## src/rtl/seq_div_fsm.sv

```systemverilog
// seq_div_fsm: multi-cycle restoring divider (DIV/REM unit) with start/busy/done
// handshake, optional two's-complement operands and divide-by-zero reporting.
module seq_div_fsm #(
    parameter int WIDTH = 32,
    parameter int CNT_W = $clog2(WIDTH)
) (
    input  logic             CLK,
    input  logic             reset,
    input  logic             start,
    input  logic             signed_mode,
    input  logic [WIDTH-1:0] dividend,
    input  logic [WIDTH-1:0] divisor,
    output logic             busy,
    output logic             done,
    output logic             div_by_zero,
    output logic [WIDTH-1:0] quotient,
    output logic [WIDTH-1:0] remainder
);
    typedef enum logic [1:0] {
        IDLE = 2'd0,
        ITER = 2'd1,
        DONE = 2'd2
    } state_t;

    localparam logic [WIDTH-1:0] ONE  = {{(WIDTH-1){1'b0}}, 1'b1};
    localparam logic [WIDTH-1:0] ZERO = {WIDTH{1'b0}};

    function automatic logic [WIDTH-1:0] negate(input logic [WIDTH-1:0] v);
        return ~v + ONE;
    endfunction

    function automatic logic [WIDTH-1:0] magnitude(input logic [WIDTH-1:0] v, input logic sm);
        return (sm && v[WIDTH-1]) ? negate(v) : v;
    endfunction

    state_t           state_r, state_s;
    logic [CNT_W-1:0] cnt_r, cnt_s;
    logic [WIDTH-1:0] prem_r, prem_s;
    logic [WIDTH-1:0] shq_r, shq_s;
    logic [WIDTH-1:0] dvs_r, dvs_s;
    logic             q_neg_r, q_neg_s;
    logic             r_neg_r, r_neg_s;
    logic             busy_r, busy_s;
    logic             done_r, done_s;
    logic             dbz_r, dbz_s;
    logic [WIDTH-1:0] quo_r, quo_s;
    logic [WIDTH-1:0] rmd_r, rmd_s;
    logic [WIDTH:0]   trial_s;
    logic [WIDTH-1:0] prem_step_s;
    logic [WIDTH-1:0] shq_step_s;

    // Next-state, one restoring step of the datapath, and output register loads.
    always_comb begin
        state_s = state_r;
        cnt_s   = cnt_r;
        prem_s  = prem_r;
        shq_s   = shq_r;
        dvs_s   = dvs_r;
        q_neg_s = q_neg_r;
        r_neg_s = r_neg_r;
        dbz_s   = dbz_r;
        quo_s   = quo_r;
        rmd_s   = rmd_r;

        // The shifted partial remainder needs WIDTH+1 bits before the subtract.
        trial_s     = {prem_r, shq_r[WIDTH-1]} - {1'b0, dvs_r};
        prem_step_s = trial_s[WIDTH] ? {prem_r[WIDTH-2:0], shq_r[WIDTH-1]} : trial_s[WIDTH-1:0];
        shq_step_s  = {shq_r[WIDTH-2:0], ~trial_s[WIDTH]};

        case (state_r)
            IDLE: begin
                if (start) begin
                    q_neg_s = signed_mode & (dividend[WIDTH-1] ^ divisor[WIDTH-1]);
                    r_neg_s = signed_mode & dividend[WIDTH-1];
                    dvs_s   = magnitude(divisor, signed_mode);
                    if (divisor == ZERO) begin
                        state_s = DONE;
                        quo_s   = {WIDTH{1'b1}};
                        rmd_s   = dividend;
                        dbz_s   = 1'b1;
                    end else begin
                        state_s = ITER;
                        cnt_s   = {CNT_W{1'b0}};
                        prem_s  = ZERO;
                        shq_s   = magnitude(dividend, signed_mode);
                    end
                end else begin
                    state_s = IDLE;
                end
            end
            ITER: begin
                prem_s = prem_step_s;
                shq_s  = shq_step_s;
                cnt_s  = cnt_r + CNT_W'(1);
                if (cnt_r == CNT_W'(WIDTH - 1)) begin
                    state_s = DONE;
                    quo_s   = q_neg_r ? negate(shq_step_s) : shq_step_s;
                    rmd_s   = r_neg_r ? negate(prem_step_s) : prem_step_s;
                    dbz_s   = 1'b0;
                end else begin
                    state_s = ITER;
                end
            end
            DONE: begin
                state_s = IDLE;
            end
            default: begin
                state_s = IDLE;
            end
        endcase

        busy_s = (state_s != IDLE);
        done_s = (state_s == DONE);
    end

    // State, work and output registers; reset discards any operation in flight.
    always_ff @(posedge CLK) begin
        if (reset) begin
            state_r <= IDLE;
            cnt_r   <= {CNT_W{1'b0}};
            prem_r  <= ZERO;
            shq_r   <= ZERO;
            dvs_r   <= ZERO;
            q_neg_r <= 1'b0;
            r_neg_r <= 1'b0;
            busy_r  <= 1'b0;
            done_r  <= 1'b0;
            dbz_r   <= 1'b0;
            quo_r   <= ZERO;
            rmd_r   <= ZERO;
        end else begin
            state_r <= state_s;
            cnt_r   <= cnt_s;
            prem_r  <= prem_s;
            shq_r   <= shq_s;
            dvs_r   <= dvs_s;
            q_neg_r <= q_neg_s;
            r_neg_r <= r_neg_s;
            busy_r  <= busy_s;
            done_r  <= done_s;
            dbz_r   <= dbz_s;
            quo_r   <= quo_s;
            rmd_r   <= rmd_s;
        end
    end

    assign busy        = busy_r;
    assign done        = done_r;
    assign div_by_zero = dbz_r;
    assign quotient    = quo_r;
    assign remainder   = rmd_r;
endmodule

```

## config.mk

```make
export PLATFORM = sky130hd
export DESIGN_NAME = seq_div_fsm
export DESIGN_NICKNAME = d
export VERILOG_FILES = /design/src/rtl/seq_div_fsm.sv
export SDC_FILE = /design/constraint.sdc
export NUM_CORES = 1
export LEC_CHECK = 0
export CORE_UTILIZATION = 39
export CTS_CLUSTER_DIAMETER = 100
export CTS_CLUSTER_SIZE = 16
export DETAILED_ROUTE_END_ITERATION = 8
export PLACE_DENSITY = 0.6
export SLEW_MARGIN = 20
export SYNTH_ARGS = -nofsm -noshare
export SYNTH_HDL_FRONTEND = slang
export SYNTH_SLANG_ARGS = --single-unit
```

## constraint.sdc

```tcl
create_clock -name CLK -period 5.2 [get_ports CLK]
set_input_delay 1.04 -clock CLK [delete_from_list [all_inputs] [get_ports CLK]]
set_output_delay 1.04 -clock CLK [all_outputs]
set_load 0.02 [all_outputs]
```

# ---- Word-level counts from Yosys, hierarchy flattened
# Index checks and enable logic that the tools add are counted.
# W data, S select, Z words.
dict set report op_classes {
  addsub 6
  eq_ne 7
  mux 30
  bitwise 8
  n_reduce_logical 9
}
# cell count
set ops {}
lappend ops {{$mux W32} 15}
lappend ops {{$pmux W32 S2} 4}
lappend ops {{$add A32 B1 Y32 const B} 4}
lappend ops {{$not A32 Y32} 4}
lappend ops {{$sub A33 B32 Y33} 1}
lappend ops {{$logic_not A32 Y1} 1}
lappend ops {{$mux W5} 2}
lappend ops {{$pmux W5 S2} 1}
lappend ops {{$ne A2 B2 Y1 const B} 4}
lappend ops {{$mux W2} 3}
lappend ops {{$add A5 B1 Y5 const B} 1}
lappend ops {{$eq A5 B5 Y1 const B} 1}
lappend ops {{$pmux W2 S2} 1}
lappend ops {{$reduce_and A4 Y1} 1}
lappend ops {{$reduce_bool A2 Y1} 2}
lappend ops {{$mux W1} 3}
lappend ops {{$reduce_and A3 Y1} 1}
lappend ops {{$and A1 B1 Y1} 2}
lappend ops {{$eq A2 B1 Y1 const B} 1}
lappend ops {{$eq A2 B2 Y1 const B} 1}
lappend ops {{$logic_and A1 B1 Y1} 2}
lappend ops {{$logic_not A2 Y1} 1}
lappend ops {{$pmux W1 S2} 1}
lappend ops {{$reduce_and A2 Y1} 1}
lappend ops {{other kinds (2)} 2}
dict set report word_totals {
  regBits 172
  in_bits 68
  out_inout_bits 67
}

# ---- Longest topological paths before layout
# Gate-level depths: netlist (run 1).
dict set report logic_depth {
  word_depth 7
  mapped_depth 24
  mapped_depth_nobuf 20
}

# ---- Worst setup path before layout (run 1)
# OpenSTA, ideal clock, no wires.
dict set report synth_path {
  path_kind {register -> register}
  start {reg shq_r[31]}
  end {reg rmd_r[28] (netlist: remainder[28])}
  setup_ps 86
  arrival_time_ps 4383
  t_required_ps 5114
  setup_slack_ps 731
  path_stages_with_launch 23
  n_path_buf 5
  cell_sequence {dfxtp_1 inv_1 ha_1 fa_1 nand2b_1 a21boi_0 o21a_2 o211a_1 o211a_1 buf_6 inv_4 buf_6 buf_6 buf_6 buf_2 a21oi_1 ha_1 o2111ai_1 o41a_1 nor3_1 a31oi_1 xor2_1 a221oi_2}
}
dict set report synth_via {
  elab_chain_len 7
}
# element line
set synth_lines {}
lappend synth_lines {{start, declared} 39} ;# logic [WIDTH-1:0] shq_r, shq_s;
lappend synth_lines {{start signal, assigned} 135} ;# shq_r <= shq_s;
lappend synth_lines {{$sub A33 B32 Y33} 66} ;# trial_s = {prem_r, shq_r[WIDTH-1]} - {1'b0, dvs_r};
lappend synth_lines {{$mux W32 (*)} 67} ;# prem_step_s = trial_s[WIDTH] ? {prem_r[WIDTH-2:0], shq_r[WIDTH-1]} : trial_s[WIDTH-1:0];
lappend synth_lines {{$not A32 Y32} 29} ;# return ~v + ONE;
lappend synth_lines {{$add A32 B1 Y32} 29}
lappend synth_lines {{$mux W32 (*)} 98} ;# rmd_s = r_neg_r ? negate(prem_step_s) : prem_step_s;
lappend synth_lines {{$mux W32 (*)} 95} ;# if (cnt_r == CNT_W'(WIDTH - 1)) begin
lappend synth_lines {{$pmux W32 S2 (*)} 70} ;# case (state_r)
lappend synth_lines {{end signal, assigned} 143} ;# rmd_r <= rmd_s;
lappend synth_lines {{end, declared} 47} ;# logic [WIDTH-1:0] rmd_r, rmd_s;
# Mark *: on every way between the ends. The rest lies on a longest branch, timed or not. The select of a mux whose other input is x is not followed.
# A chain may end at the register's enable or synchronous reset.

# ---- Worst setup path in the final report (run 1)
dict set report layout_path {
  start {reg prem_r[24]}
  end {reg rmd_r[28] (netlist: remainder[28])}
}
dict set report layout_via {
  elab_chain_len 7
}
# element line
set layout_lines {}
lappend layout_lines {{start, declared} 38} ;# logic [WIDTH-1:0] prem_r, prem_s;
lappend layout_lines {{start signal, assigned} 134} ;# prem_r <= prem_s;
lappend layout_lines {{$sub A33 B32 Y33} 66}
lappend layout_lines {{$mux W32 (*)} 67}
lappend layout_lines {{$not A32 Y32} 29}
lappend layout_lines {{$add A32 B1 Y32} 29}
lappend layout_lines {{$mux W32 (*)} 98}
lappend layout_lines {{$mux W32 (*)} 95}
lappend layout_lines {{$pmux W32 S2 (*)} 70}
# Marks and branches as above.

==> flow_summary.toml, run 1 <==
[outcome]
status = "finished, final reports clean"

[synthesis]
synth-seq-cells = 172
async_flop_share_pct = 0
syn-num-nets = 1734
synthDistinctLibCells = 85
synth_edf_count = 0
syn_avg_cell_area_um2 = 7.41
synth_ff_type = "dfxtp_1"
syn_inst = 1627
ys_warn_count = 0
seq_area_frac_synth_pct = 28.5
syn_area_um2 = 12100

[job]
drv_cap = 0

[die]
io_pins = 135
die_y_um = 178
die_area_um2 = 31600
core_um2 = 30500
initial_core_util_pct = 39.5
die_x_um = 178
std_cell_rows = 64

[clock_tree]
clk_pin_slew_worst_paths_ps = 80
ctsHtreeMaxLevel = 4
cts_root_buffer = "clkbuf_16"
post_cts_buffers = 0
cts.repair.resized = 0
cts_tree = "built"
numCtsBuffers = 17
cts_max_path_buffers = 2
insertion_delay_ps = 440
hold_buffers = 0
cts_sinks = 172

[finish]
fillers = 3086
mostFrequentLayoutCells = "nand2_1, nor2_1, dfxtp_1"
fin_nets = 1803
areaGrowthSynthToFinish_pct = 18.4
drive_gt1_share_pct = 5.79
final_util_pct = 46.8
final_common_cell = "nand2_1"

[drt]
routed-via-count = 12200
routed_via_density = 5.79
wl_um = 39000
drc = 0
drt_iter0_markers = 950
route.detailed.wl_per_inst_um = 18.5
drt_pass1_iterations = 5
ant_nets = 0

[setup_path]
cp.required_ps = 5560
r2r_slack_ps = 530
end_kind = "register"
r2r_start = "prem_r[24]"
r2r-end = "remainder[28]"
crit_arrival_ps = 5030
critPathKind = "reg -> reg"
reg2reg_depth = 19
start_kind = "register"
path_max_fanout = 13

[timing]
drv_slew = 0
hold_viol_final = 0
rsz0062_at_grt = "false"
setup-violations-final = 0
slew_headroom_pct = 38.2
fmax_mhz = 214
finalClockSkew_ps = 13.7
period_needed_ps = 4670
fin_crit_sh_pct = 89.8
worst_slew_pin_slew_ps = 918
tns_ps = 0
fin_worst_hold_slack_ps = 459

[min_path]
holdPathStages = 2
hp-class = "reg -> reg"
hp-start = "dvs_r[14]"
hold_end = "dvs_r[14]"

[pwr]
ir_drop_v = 0.000234
leakage_uw = 0.00524
powerDensity_nw_per_um2 = 335

[global_routing]
grt_max_degree = 78
grt_pass1_wl_um = 62400
grt_pass1_vias = 11400
antenna_found_initial = 1
grt_overflow = 0
grt_usage_pct = 25.1

[placement]
gp_congestion = 0.933
io_buffers = 134
dp_hpwl_um = 29300
synth_stat cells, drive strengths merged, types with 4 or more instances:
library cell    n  area (um2)
a211oi         53         398
a21boi          7        56.3
a21o           11        82.6
a21oi         140         719
a221oi          5        56.3
a2bb2oi         4        35.0
a311oi         15         131
a31oi          32         200
and2           19         119
and3           13        81.3
buf            28         169
clkbuf         83         313
dfxtp         172        3440
ha             38         475
inv            57         216
mux2i           9        90.1
nand2         203         762
nand2b         11        68.8
nand3          30         150
nand3b          6        45.0
nand4          18         134
nor2          197         739
nor3           48         240
nor4           14        93.8
o2111ai         5        43.8
o211a          11         110
o211ai         37         278
o21a           11        83.8
o21ai          75         375
o221a           7        78.8
o22ai           8        50.1
o311ai          5        43.8
o31a            4        35.0
o31ai          34         255
o41ai          13         136
or2             5        31.3
or3            17         106
or4             8        60.1
xnor2          59         517
xor2           71         622
worst max-delay path by stage:
stage	start	to	slack, ps
floorplan	shq_r[31]	remainder[28]	730
global placement	divisor[2]	remainder[12]	370
finish	prem_r[24]	remainder[28]	530
CTS	prem_r[24]	remainder[28]	620
detailed placement	divisor[2]	remainder[12]	310
global route	prem_r[24]	remainder[28]	220
flip-flops by register name, indices dropped and copies added, names as in the netlist:
signal       count
busy             1
cnt_r            5
div_by_zero      1
done             1
dvs_r           32
prem_r          32
q_neg_r          1
quotient        32
r_neg_r          1
remainder       32
shq_r           32
state_r          2
where the power goes:
| part | total [uW] | internal, uW | switching, uW |
|---|---|---|---|
| Combinational | 1990 | 735 | 1250 |
| Clock | 1340 | 703 | 635 |
| Sequential | 1460 | 1380 | 76.4 |
critical path: stages (launching register included):
cell and delay (ps):
dfxtp_1 360, ha_1 400, a21oi_1 260, o21ai_0 210, a221o_1 420, or3_1 310
o211a_1 260, inv_4 160, nor2_1 70, a21oi_1 250, ha_1 220, buf_4 120
nand3b_1 90, nor2_1 170, nand3_1 100, o41a_1 240, nor3_1 350, a31oi_1 160
xor2_1 190, a221oi_2 270
per-stage QoR:
stage	area, um2	total power [uW]	setup slack, ps	instances
floorplan	12100	2920	731	1627
global placement	13700	3430	370	2073
detailed placement	13700	3440	314	2073
CTS	14300	4770	619	2105
global route	14300	5060	223	2105
finish	14300	4780	531	2106
final cells by class:
cell class	instances	area (um2)	share of cell area, %
multi-input combinational	1287	7960	55.7
timing repair buffer	161	1550	10.9
clock buffer	18	439	3.08
sequential	172	3440	24.1
antenna	1	2.50	0.0175
inverter	57	216	1.52
clock inverter	14	171	1.20
tap	396	495	3.47
kinds of logic after synthesis:
family | share of synthesized area [%]
mux | 0.934
simple gates | 22.6
compound gates | 28.6
fa+ha+maj | 4.11
xor+xnor | 9.44
buf+inv | 5.79
flops | 28.5
metal layers:
layer	global-route usage, %	up-vias	routed length (um)
li1	-	6027	-
met1	34.4	5803	18500
met2	40.3	318	17800
met3	4.01	43	1970
met4	6.77	0	726
met5	0	-	0
(Power assumes the default switching activity.)
==> inputs of run 2 (changes only) <==
==> constraint.sdc (replaced) <==
create_clock -name CLK -period 5.7 [get_ports CLK]
set_input_delay 1.14 -clock CLK [delete_from_list [all_inputs] [get_ports CLK]]
set_output_delay 1.14 -clock CLK [all_outputs]
set_load 0.02 [all_outputs]
==> run 2 against run 1 <==
Effect of this change:
- die area is the same
- cell count shrank 0.43%
- power shrank 11%
- sequential power shrank 8%
- fmax shrank 8.3%
- setup slack gained 76 ps
- highest routed layer unchanged
- global-route usage shrank 0.47 points
- critical path type unchanged
- clock power shrank 13%
- clock-buffer cell count shrank 1
- via count shrank 0.92%
==> flow_summary.toml, run 2 (same netlist as run 1, synthesis figures left out) <==
[outcome]
status = "finished, final reports clean"

[finish]
drive_gt1_share_pct = 5.35
diodes = 0
mostFrequentLayoutCells = "nand2_1, nor2_1, dfxtp_1"
final_common_cell = "nand2_1"
areaGrowthSynthToFinish_pct = 17.3
stdcell_count = 2097
fin_nets = 1795

[setup_path]
end_kind = "register"
start_kind = "register"
r2r_start = "shq_r[31]"
critPathKind = "reg -> reg"
cp_slowest_stage_delay_ps = 550
path_max_fanout = 27
crit_start = "shq_r[31]"
critPathBufInv = 2
cpMaxStageDelayCell = "o41a_1"
cp_top_family = "compound AO/OA/AOI/OAI gates"
crit_arrival_ps = 5470
cp.required_ps = 6070
worstPathCellList = "inv_1 -> ha_1 -> fa_1 -> nand2b_1 -> a21boi_0 -> o21a_2 -> o2111ai_1 -> o211a_1 -> inv_4 -> nor2_1 -> a21oi_1 -> ha_1 -> o2111ai_1 -> o41a_1 -> nor3_1 -> a31oi_1 -> xor2_1 -> a221oi_2"

[clock_tree]
ctsHtreeMaxLevel = 4
cts_max_path_buffers = 2
numCtsBuffers = 17
cts_root_buffer = "clkbuf_16"
cts_sinks = 172
cts_tree = "built"
post_cts_buffers = 0
insertion_delay_ps = 460
clk_pin_slew_worst_paths_ps = 70
hold_buffers = 0
cts.repair.resized = 0

[pwr]
power_frac_clock_pct = 27.2
seqPwrFrac_pct = 31.3
leakage_uw = 0.00518
comb_power_share_pct = 41.5
switching_share_pct = 40.8
ir_drop_v = 0.000227
power_uw = 4270
powerDensity_nw_per_um2 = 302
p_switching_uw = 1740
internal-power_uw = 2520

[die]
die_y_um = 178
die_area_um2 = 31600
initial_core_util_pct = 39.5
core_um2 = 30500
std_cell_rows = 64
die_x_um = 178
io_pins = 135

[drt]
drc = 0
drt_pass1_iterations = 5
drt_iter0_markers = 802
ant_nets = 0
route.detailed.wl_per_inst_um = 18.1
routed-via-count = 12100
wl_um = 38100
routed_via_density = 5.76

[global_routing]
grt_pass1_wl_um = 61200
grt_overflow = 0
grt_max_degree = 93
grt_pass1_vias = 11200
antenna_found_initial = 0
grt_usage_pct = 24.6

[placement]
dp_cells = 2065
pre_cts_slack_ps = 709
dp_hpwl_um = 28800
io_buffers = 134
gp_congestion = 0.884

[timing]
fin_crit_sh_pct = 89.4
tns_ps = 0
hold_viol_final = 0
worst_slew_pin_slew_ps = 986
fmax_mhz = 196
slew_headroom_pct = 34.1
finalClockSkew_ps = 13.2
postLayoutSetupSlackWorst_ps = 607
period_needed_ps = 5090
rsz0062_at_grt = "false"
setup-violations-final = 0
drv_slew = 0

[min_path]
hp-start = "dvs_r[31]"
hp-class = "reg -> reg"

[job]
drv_cap = 0
[run 2: cell types whose count changed in the layout (fill, tap and decap cells not counted), sizes merged]
cell and change:
clkinv +3, clkinvlp -1, diode -1, buf -8, clkbuf -1, inv -1
[run 2: worst paths after layout]
check	cells after the start	to	slack (ps)
max	18	remainder[28]	610
min	2	dvs_r[31]	460
max reg2reg	18	remainder[28]	610
min reg2reg	2	dvs_r[31]	460
[run 2: through the flow]
stage / hold WS, ps / area (um2) / utilization [%]
after CTS: 456 / 14200 / 46.4
after floorplan: 432 / 12100 / -
final: 457 / 14200 / 46.4
after global placement: 444 / 13600 / 44.5
after global routing: 473 / 14200 / 46.4
after detailed placement: 447 / 13600 / 44.5
[run 2: worst min-delay path, stage by stage (launching register included)]
cell and delay (ps):
dfxtp_1 310, nand2_1 50, a21oi_1 50
[run 2: final cells by class]
type / instances / area [um2]
Sequential cell: 172 / 3440
Multi-Input combinational cell: 1287 / 7960
Tap cell: 396 / 495
Fill cell: 3067 / 16400
Inverter: 57 / 216
Timing Repair Buffer: 153 / 1480
Clock inverter: 15 / 135
Clock buffer: 17 / 425
[run 2: power groups by stage]
stage	clock network, uW	logic, uW	registers (uW)
after floorplan	0	1340	1330
after global placement	0	1740	1360
after detailed placement	0	1750	1360
after CTS	1190	1760	1340
after global routing	1230	1970	1350
final	1160	1770	1340
[run 2: metal layers]
layer / vias to the layer above / share of wire (%) / GRT usage, %
met1: 5734 / 49 / 34.4
met5: - / 0 / 0
met2: 279 / 45 / 39.0
met4: 0 / 1.7 / 6.48
li1: 6017 / - / -
met3: 49 / 4.4 / 3.81
==> inputs of run 3 (changes only) <==
--- a/config.mk
+++ b/config.mk
@@ -5,11 +5,12 @@
 export SDC_FILE = /design/constraint.sdc
 export NUM_CORES = 1
 export LEC_CHECK = 0
+export ABC_CLOCK_PERIOD_IN_PS = 5700
 export CORE_UTILIZATION = 39
 export CTS_CLUSTER_DIAMETER = 100
 export CTS_CLUSTER_SIZE = 16
 export DETAILED_ROUTE_END_ITERATION = 8
-export PLACE_DENSITY = 0.6
+export PLACE_DENSITY_LB_ADDON = 0.2
 export SLEW_MARGIN = 20
 export SYNTH_ARGS = -nofsm -noshare
 export SYNTH_HDL_FRONTEND = slang
==> run 3 against run 2 <==
Effect of this change:
- die area unchanged
- cell area increased by 0.33%
- largest cell class unchanged
- setup slack improved by 340 ps
- first-iteration DRC count up 35%
- critical endpoint unchanged
- clock skew fell by 2.1 ps
- highest routed layer unchanged
- critical path depth unchanged
- hold slack better by 0.94 ps
- register-to-register slack improved by 340 ps
- flip-flop and latch count stayed put
- power up 0.75%
==> flow_summary.toml, run 3 (same netlist as run 1, synthesis figures left out) <==
[setup_path]
path_max_fanout = 26
cp_slowest_stage_delay_ps = 530
worstPathCellList = "inv_1 -> ha_1 -> fa_1 -> nand2b_1 -> a21boi_0 -> o21a_2 -> o2111ai_1 -> o211a_1 -> inv_4 -> nor2_1 -> a21oi_1 -> ha_1 -> o2111ai_1 -> o41a_1 -> nor3_1 -> a31oi_1 -> xor2_1 -> a221oi_2"
end_kind = "register"
start_kind = "register"
cp.required_ps = 6060
cpMaxStageDelayCell = "o41a_1"
crit_arrival_ps = 5110
critPathKind = "reg -> reg"

[clock_tree]
hold_buffers = 0
ctsHtreeMaxLevel = 4
insertion_delay_ps = 450
clk_pin_slew_worst_paths_ps = 80
cts_root_buffer = "clkbuf_16"
cts_tree = "built"
post_cts_buffers = 0
numCtsBuffers = 17
cts_sinks = 172
cts.repair.resized = 0
cts_max_path_buffers = 2

[finish]
fin_nets = 1798
final_util_pct = 46.5
drive_gt1_share_pct = 5.46
areaGrowthSynthToFinish_pct = 17.7
fin_area_um2 = 14200
final_common_cell = "nand2_1"
diodes = 0
mostFrequentLayoutCells = "nand2_1, nor2_1, dfxtp_1"

[placement]
dp_hpwl_um = 29500
io_buffers = 134
gp_congestion = 0.921
place_area_um2 = 13600

[timing]
rsz0062_at_grt = "false"
slew_headroom_pct = 38.3
worst_slew_pin_slew_ps = 913
tns_ps = 0
hold_viol_final = 0
setup-violations-final = 0
finalClockSkew_ps = 11.1
fmax_mhz = 210
period_needed_ps = 4750
drv_slew = 0
fin_crit_sh_pct = 83.4

[die]
initial_core_util_pct = 39.5
std_cell_rows = 64
io_pins = 135
die_x_um = 178
die_y_um = 178
die_area_um2 = 31600
core_um2 = 30500

[drt]
wl_um = 39200
drt_iter0_markers = 1082
drt_pass1_iterations = 6
ant_nets = 0
routed-via-count = 12300
drc = 0
routed_via_density = 5.88
route.detailed.wl_per_inst_um = 18.7

[pwr]
comb_power_share_pct = 41.6
internal-power_uw = 2510
ir_drop_v = 0.000232
switching_share_pct = 41.6
powerDensity_nw_per_um2 = 303
p_switching_uw = 1790
power_frac_clock_pct = 27.5
leakage_uw = 0.00521
seqPwrFrac_pct = 31.0

[min_path]
hp-class = "reg -> reg"

[global_routing]
grt_overflow = 0
grt_pass1_wl_um = 62200
grt_max_degree = 71
antenna_found_initial = 0
grt_pass1_vias = 11400
grt_usage_pct = 25.0

[job]
drv_cap = 0

[outcome]
status = "finished, final reports clean"
run 3: path summary, 6_finish.rpt:
check            start             to  slack, ps  cells past startpoint
max reg2reg  shq_r[31]  remainder[28]        950                     18
min reg2reg    q_neg_r        q_neg_r        460                      2
max          shq_r[31]  remainder[28]        950                     18
min            q_neg_r        q_neg_r        460                      2
run 3: power by group through the flow:
stage	Clock, uW	Combinational [uW]	Sequential [uW]
after global routing	1240	1970	1340
after CTS	1200	1770	1330
after detailed placement	0	1750	1360
final	1180	1790	1330
after floorplan	0	1340	1330
after global placement	0	1750	1360
run 3: cell type report:
type	count	area, um2
clock buffer	18	439
tap	396	495
multi-input combinational	1287	7960
sequential	172	3440
fill	3069	16300
timing repair buffer	156	1500
clock inverter	14	146
inverter	57	216
run 3: stage by stage:
step	setup slack [ps]	hold WS (ps)	power (uW)	std cells
floorplan	1230	432	2670	1627
global placement	1200	446	3110	2068
detailed placement	1000	452	3110	2068
CTS	978	463	4300	2100
global route	509	490	4550	2100
finish	949	458	4300	2100
run 3: worst max-delay path, delay by kind of cell (launching register included):
family / cells / cell delay (ps)
AOI/OAI and AO/OA: 9 / 2330
xor gates and xnor gates: 1 / 190
adders and majority gates: 3 / 890
buffers and inverters: 2 / 260
DFF: 1 / 390
and+or+nand+nor: 3 / 570
run 3: metal layers:
layer	GRT usage, %	vias up	part of all wire [%]
met5	0	-	0
met4	7.02	0	2.1
met3	3.47	48	4.7
met2	39.5	379	45
met1	35.1	5887	48
li1	-	6025	-
